File: config.mk
export PLATFORM = sky130hd
export DESIGN_NAME = if_fetch
export DESIGN_NICKNAME = d
export VERILOG_FILES = /design/src/rtl/if_fetch.sv
export SDC_FILE = /design/constraint.sdc
export NUM_CORES = 1
export LEC_CHECK = 0
export CORE_UTILIZATION = 50
export CTS_CLUSTER_SIZE = 24
export DETAILED_ROUTE_END_ITERATION = 7
export HOLD_SLACK_MARGIN = 0.03
export PLACE_DENSITY = 0.77
export REMOVE_ABC_BUFFERS = 1
export SKIP_CTS_REPAIR_TIMING = 1
export SLEW_MARGIN = 15
export SYNTH_ARGS = -nofsm -noshare
export SYNTH_HDL_FRONTEND = slang
export SYNTH_SLANG_ARGS = --single-unit
File: constraint.sdc
create_clock -name clk_i -period 3.9 [get_ports clk_i]
set_clock_uncertainty 0.2 [all_clocks]
set_input_delay 0.585 -clock clk_i [delete_from_list [all_inputs] [get_ports clk_i]]
set_output_delay 0.585 -clock clk_i [all_outputs]
set_load 0.01 [all_outputs]
File: src/rtl/if_fetch.sv
// if_fetch: instruction fetch stage with a 2-entry {pc, instr} buffer in front of decode.
module if_fetch #(
  parameter logic [31:0] RESET_PC = 32'h0000_0000
) (
  input  logic        clk_i,
  input  logic        rstn_i,
  input  logic        x_redirect_i,
  input  logic [31:0] pc_calc_i,
  output logic        imem_req_o,
  output logic [31:0] imem_addr_o,
  input  logic        imem_ack_i,
  input  logic [31:0] imem_rdata_i,
  input  logic        d_ready_i,
  output logic        f_valid_o,
  output logic [31:0] f_instr_o,
  output logic [31:0] f_pc_o
);
  typedef enum logic [1:0] {IDLE, REQ, KILL} state_e;
  state_e      state_q, state_d;
  logic [31:0] pc_q, pc_d, kaddr_q, kaddr_d;
  logic [1:0]  occ_q, occ_d, widx;
  logic [63:0] e0_q, e0_d, e1_q, e1_d;
  logic        push, pop;
  assign imem_req_o  = state_q != IDLE;
  // a killed request keeps presenting its original address until the memory acks it
  assign imem_addr_o = (state_q == KILL) ? kaddr_q : pc_q;
  assign f_valid_o   = occ_q != 2'd0;
  assign f_pc_o      = e0_q[63:32];
  assign f_instr_o   = e0_q[31:0];
  always_comb begin
    push    = (state_q == REQ) & imem_ack_i & ~x_redirect_i;
    pop     = f_valid_o & d_ready_i & ~x_redirect_i;
    widx    = occ_q - {1'b0, pop};
    occ_d   = x_redirect_i ? 2'd0 : occ_q + {1'b0, push} - {1'b0, pop};
    pc_d    = x_redirect_i ? (pc_calc_i & 32'hFFFF_FFFC) : push ? pc_q + 32'd4 : pc_q;
    kaddr_d = (state_q == REQ) ? pc_q : kaddr_q;
    e0_d    = (push && widx == 2'd0) ? {pc_q, imem_rdata_i} : (pop && occ_q == 2'd2) ? e1_q : e0_q;
    e1_d    = (push && widx == 2'd1) ? {pc_q, imem_rdata_i} : e1_q;
    state_d = IDLE;
    unique case (state_q)
      IDLE:    state_d = (occ_d < 2'd2) ? REQ : IDLE;
      REQ:     state_d = x_redirect_i ? (imem_ack_i ? REQ : KILL)
                       : (imem_ack_i && occ_d == 2'd2) ? IDLE : REQ;
      KILL:    state_d = imem_ack_i ? REQ : KILL;
      default: state_d = IDLE;
    endcase
  end
  always_ff @(posedge clk_i) begin
    if (!rstn_i) begin
      state_q <= IDLE;
      pc_q    <= RESET_PC & 32'hFFFF_FFFC;
      kaddr_q <= RESET_PC & 32'hFFFF_FFFC;
      occ_q   <= 2'd0;
      e0_q    <= {RESET_PC, 32'h0000_0013};
      e1_q    <= {RESET_PC, 32'h0000_0013};
    end else begin
      state_q <= state_d;
      pc_q    <= pc_d;
      kaddr_q <= kaddr_d;
      occ_q   <= occ_d;
      e0_q    <= e0_d;
      e1_q    <= e1_d;
    end
  end
endmodule

=== Word-level counts from Yosys, hierarchy flattened ===
Cells that the tools add are included.

* Bits in registers: 196
* Logic and storage cells: 45
* Output and inout port bits: 98
* Bits of input ports: 69

* Bitwise logic cells: 6
* Reduce and logical (&&, ||, !) cells: 11
* Equality and inequality tests: 5
* Magnitude comparators: 1
* Add/sub/neg operators: 4
* Muxes and demuxes: 11

{| class="wikitable"
|+ Operators by type and width
! kind !! number
|-
| $mux 64 || 2
|-
| $mux 32 || 3
|-
| $add 32x3->32 const B || 1
|-
| $reduce_bool 2->1 || 4
|-
| $eq 2x2->1 const B || 3
|-
| $mux 2 || 3
|-
| $pmux 2 s3 || 1
|-
| $and 1x1->1 || 4
|-
| $eq 2x1->1 const B || 2
|-
| $logic_and 1x1->1 || 4
|-
| $logic_not 2->1 || 2
|-
| $sub 2x1->2 || 2
|-
| $add 2x1->2 || 1
|-
| $lt 2x2->1 const B || 1
|-
| $mux 1 || 2
|-
| $not 1->1 || 2
|-
| $reduce_or 2->1 || 1
|}

=== Depth between registers and ports, before layout ===
Gate-level depths: netlist (run 1).

* Depth in word-level cells: 11
* Depth in mapped cells: 12
* Mapped depth without buffers: 8

=== Worst setup path after synthesis (run 1) ===
No wires, ideal clock.

* Path type: in2reg
* From: input port x_redirect_i
* To: register e0_q[49]
* Path slack: 973 ps
* Path buffers: 5
* Cell stages on the path: 11
* Data required time: 3,584 ps
* Data arrival time: 2,611 ps
* Library setup time: 116 ps
* Path through: inv_1 -> buf_2 -> buf_2 -> and3_1 -> ha_1 -> xor2_1 -> or4b_1 -> clkbuf_1 -> clkbuf_1 -> buf_2 -> o211a_1

* Longest elaborated chain between the ends: 6
* Elaborated cells on any way between the ends: 9
* Classes of those cells: add/sub (1); mux (1); bitwise (3); reduce/logical (4)

{| class="wikitable"
|+ Ends and longest elaborated chain
! element !! RTL line !! source
|-
| from (decl) || 7 || <nowiki>input logic x_redirect_i,</nowiki>
|-
| $not 1->1 * || 31, 32 ||
|-
| $and 1x1->1 || 32 || <nowiki>pop = f_valid_o & d_ready_i & ~x_redirect_i;</nowiki>
|-
| $sub 2x1->2 || 33 || <nowiki>widx = occ_q - {1'b0, pop};</nowiki>
|-
| $logic_not 2->1 || 37 || <nowiki>e0_d = (push && widx == 2'd0) ? {pc_q, imem_rdata_i} : (pop && occ_q == 2'd2) ? e1_q : e0_q;</nowiki>
|-
| $logic_and 1x1->1 || 37 ||
|-
| $mux 64 or $reduce_bool 2->1 (tied branches) || - ||
|-
| to (signal assigned) || 54 || <nowiki>e0_q <= {RESET_PC, 32'h0000_0013};</nowiki>
|-
| to (decl) || 22 || <nowiki>logic [63:0] e0_q, e0_d, e1_q, e1_d;</nowiki>
|}

Mark *: on every way between the ends. The rest lies on a longest branch, timed or not.
A chain may end at the register's enable or synchronous reset.

=== Final worst setup path (run 1) ===
* From: register state_q[1]
* To: output port imem_addr_o[31]

* Longest elaborated chain between the ends: 2

{| class="wikitable"
|+ Ends and longest elaborated chain
! element !! RTL line !! source
|-
| from (decl) || 19 || <nowiki>state_e state_q, state_d;</nowiki>
|-
| from (signal assigned) || 57 || <nowiki>state_q <= state_d;</nowiki>
|-
| $eq 2x2->1 || 26 || <nowiki>assign imem_addr_o = (state_q == KILL) ? kaddr_q : pc_q;</nowiki>
|-
| $mux 32 || 26 ||
|-
| to (decl) || 10 || <nowiki>output logic [31:0] imem_addr_o,</nowiki>
|}

Every way passes these cells.

==> key figures, run 1 <==
Pwr
  – Peak VDD IR: 0.0003201 V
  – Sequential group share of total power: 0.485
  – Power Total: 4.279 mW
  – Switching Fraction: 0.2442
  – Clock power share: 0.396
  – PwrDens: 389.2 nW/um2
  – Cell internal pwr: 3.234 mW
  – Comb pwr share: 0.120
  – Net Sw Power: 1.045 mW
  – Leakage Power: 4.438 nW

Clock tree
  – Clock Path Buffers: 2
  – Clk_lat worst skew: 430 ps
  – Clock Root Buffer: clkbuf_16
  – Clk pin slew, worst setup/hold paths: 60 ps
  – Sink Count: 188
  – CTS tree: yes
  – Htree depth: 4
  – Cts bufs inserted: 17

Placement
  – DP HPWL: 13.13 mm
  – Cells after DPL: 1298
  – Placed inst area: 10410 um2
  – Port bufs: 160
  – GPL Wtd Cong: 0.7817

Logic synthesis
  – Synth Warn #: 0
  – Cell area after synthesis: 8825 um2
  – Post-synth cell types: 53
  – Post-synth EDFFs: 0
  – Most used DFF post-synth: dfxtp_1
  – Synthesized instance count: 1003
  – Syn Area/Cell: 8.798 um2
  – Asr flop ratio synth: 0
  – Register area share after synthesis: 0.4265
  – FF+latch count, synth: 188

Timing
  – Hold WS: 258.3 ps
  – Slew headroom: 0.6074
  – Crit path time final: 3359 ps
  – Final setup vio count: 0
  – Pins Over Slew Limit: 0
  – Final Hold Fails: 0
  – Fmax achieved: 0.2977 GHz
  – Measured slew at the worst slew-check pin: 588.8 ps
  – RSZ-0062 raised after global routing: false
  – Crit share post-route: 0.8612

GRT
  – Met3 GRT Util: 0.04692
  – Largest net degree at the start of global routing: 105
  – Initial antenna violation count: 0
  – Top Usage Layer GRT: met2
  – Total GRT Usage: 0.2371
  – Met1 usage: 0.3237
  – Global-route wire length before repair: 34.12 mm
  – Vias in the first global route: 6758
  – Grt met2 use: 0.3840
  – Total gr overflow: 0

Routing
  – DR vias: 7358
  – DR iter-0 viols: 529
  – Final antenna-violating net count: 0
  – Routed vias/inst: 5.536
  – DRC viols: 0
  – Final wirelength: 21.16 mm
  – Per-cell routed wire length: 15.92 um
  – TritonRoute pass-1 iters: 5

Setup path
  – R2R cell count: 8
  – R2R Path End: e0_q[0]$_SDFFE_PN1P_
  – R2r setup slk: 970 ps
  – Worst setup path start: state_q[1]$_SDFF_PN0_
  – Worst Setup Start Kind: register
  – Critical Path RT: 3120 ps
  – Crit Path Max Fanout: 22
  – Critical path type: reg2out
  – RR Startpoint: occ_q[1]$_SDFF_PN0_
  – Arr. time, crit path: 2570 ps
  – End of the critical path: imem_addr_o[31]
  – Crit. End Element: primary output

Cells and area
  – # fillers: 1490
  – Area delta synth->final: 24.57%
  – Final net count: 1165
  – Antenna Cells: 0
  – Commonest non-fill, non-tap cell in the layout: nand2_1
  – Cell Count, Final, Fillers Out: 1329
  – Cell area after layout: 10990 um2
  – Most frequent cells in the layout: nand2_1 (267), dfxtp_1 (188), clkdlybuf4s50_1 (159)
  – Layout cell share with drive strength beyond 1: 0.08243

Floorplanning
  – Die X: 134.9 um
  – Die area: 18180 um2
  – Starting Density: 0.5120
  – Row count: 48
  – Die height: 134.9 um
  – I/O pin cnt: 167
  – Core Area: 17240 um2

Run status
  – Outcome: complete, no violations

Hold path
  – Worst min-delay path class: reg2reg

Job
  – Max Cap Viol: 0
==> state kept, by name (all words and copies together), names as in the netlist <==
name     cells
e0_q        62
e1_q        62
kaddr_q     30
pc_q        30
occ_q        2
state_q      2
==> cells in the mapped netlist, types with 5 or more instances <==
| library cell | instances | area (um2) |
|---|---|---|
| inv_1 | 9 | 33.78 |
| a31oi_1 | 12 | 75.07 |
| mux2i_1 | 62 | 620.6 |
| nor3_1 | 8 | 40.04 |
| a21oi_1 | 13 | 65.06 |
| buf_4 | 11 | 82.58 |
| o211a_1 | 64 | 640.6 |
| o31ai_1 | 8 | 60.06 |
| nand2_1 | 267 | 1002 |
| nand3_1 | 14 | 70.07 |
| buf_1 | 5 | 18.77 |
| dfxtp_1 | 188 | 3764 |
| or4_1 | 12 | 90.09 |
| a21boi_0 | 89 | 668.1 |
| mux2_2 | 28 | 315.3 |
| xnor2_1 | 12 | 105.1 |
| buf_2 | 23 | 115.1 |
| nor4_1 | 7 | 43.79 |
| nor2_1 | 8 | 30.03 |
| nand2b_1 | 6 | 37.54 |
| clkbuf_1 | 60 | 225.2 |
| o21ai_0 | 33 | 165.2 |
==> through the flow <==
stage                     worst slack, ps    util  setup TNS (ps)
after global placement              632.5  0.6042               0
final                               541.4  0.6378               0
after detailed placement            592.2  0.6042               0
after floorplan                     -6525       -         -440860
after global routing                392.7  0.6378               0
after CTS                           515.3  0.6378               0
==> area by class of cell <==
cell class | count | area, um2 | area share
multi-input combinational | 703 | 4576 | 0.4162
sequential | 188 | 3764 | 0.3424
timing repair buffer | 173 | 1759 | 0.1600
clock buffer | 22 | 494.2 | 0.04496
tap | 225 | 281.5 | 0.02561
clock inverter | 9 | 85.08 | 0.007740
inverter | 9 | 33.78 | 0.003073
==> critical path: stages, from the launching register on <==
cell and delay [ps]:
dfxtp_1 490, nor2b_4 550, buf_12 250, mux2_2 370, clkdlybuf4s50_1 480
==> routing by layer <==
metal / part of all wire / vias to the layer above / routed length [um]
met5: 0 / - / 0
met2: 0.47 / 222 / 9905
met4: 0.011 / 0 / 233
met1: 0.47 / 3464 / 9872
met3: 0.054 / 19 / 1152
li1: - / 3653 / -
==> cell families (layout without fill, tap and decap cells) <==
kind of cell    count (synthesis)  in the layout  synth area share
flops                         188            188            0.4265
simple gates                  362            362            0.1876
mux                            90             90            0.1061
xor+xnor                       14             14           0.01390
fa+ha+maj                       4              4          0.005672
buf+inv                       115            213           0.06068
other cells                     1              4         0.0004249
compound gates                229            229            0.1992
==> worst min-delay path by stage <==
stage	depth (start not counted)	start	to
after CTS	2	kaddr_q[17]$_SDFFE_PN0N_	kaddr_q[17]$_SDFFE_PN0N_
after global placement	2	kaddr_q[28]$_SDFFE_PN0N_	kaddr_q[28]$_SDFFE_PN0N_
after detailed placement	2	e1_q[0]$_SDFFE_PN1P_	e1_q[0]$_SDFFE_PN1P_
after global routing	2	kaddr_q[14]$_SDFFE_PN0N_	kaddr_q[14]$_SDFFE_PN0N_
final	2	kaddr_q[17]$_SDFFE_PN0N_	kaddr_q[17]$_SDFFE_PN0N_
after floorplan	2	e1_q[0]$_SDFFE_PN1P_	e1_q[0]$_SDFFE_PN1P_
==> power by group through the flow <==
stage / combinational (mW) / clock (mW) / sequential (mW)
5_1_grt: 0.557 / 1.80 / 2.09
3_3_place_gp: 0.505 / 0 / 2.11
3_5_place_dp: 0.510 / 0 / 2.12
4_1_cts: 0.514 / 1.72 / 2.07
2_1_floorplan: 0.222 / 0 / 2.11
6_report: 0.512 / 1.69 / 2.07
Note: power is estimated with default switching activity, not from simulation.
==> run 2: changes to the inputs <==
--- a/config.mk
+++ b/config.mk
@@ -5,12 +5,14 @@
 export SDC_FILE = /design/constraint.sdc
 export NUM_CORES = 1
 export LEC_CHECK = 0
+export CAP_MARGIN = 20
 export CORE_UTILIZATION = 50
 export CTS_CLUSTER_SIZE = 24
 export DETAILED_ROUTE_END_ITERATION = 7
 export HOLD_SLACK_MARGIN = 0.03
 export PLACE_DENSITY = 0.77
 export REMOVE_ABC_BUFFERS = 1
+export SETUP_SLACK_MARGIN = 0.1
 export SKIP_CTS_REPAIR_TIMING = 1
 export SLEW_MARGIN = 15
 export SYNTH_ARGS = -nofsm -noshare
==> results of run 2 <==
No change in the layout: final DEF, timing and power equal those of run 1.
==> run 3: changes to the inputs <==
--- a/config.mk
+++ b/config.mk
@@ -5,10 +5,11 @@
 export SDC_FILE = /design/constraint.sdc
 export NUM_CORES = 1
 export LEC_CHECK = 0
-export CAP_MARGIN = 20
+export CAP_MARGIN = 40
 export CORE_UTILIZATION = 50
 export CTS_CLUSTER_SIZE = 24
 export DETAILED_ROUTE_END_ITERATION = 7
+export GPL_ROUTABILITY_DRIVEN = 1
 export HOLD_SLACK_MARGIN = 0.03
 export PLACE_DENSITY = 0.77
 export REMOVE_ABC_BUFFERS = 1
==> results of run 3 <==
No change in the layout: final DEF, timing and power equal those of run 1.
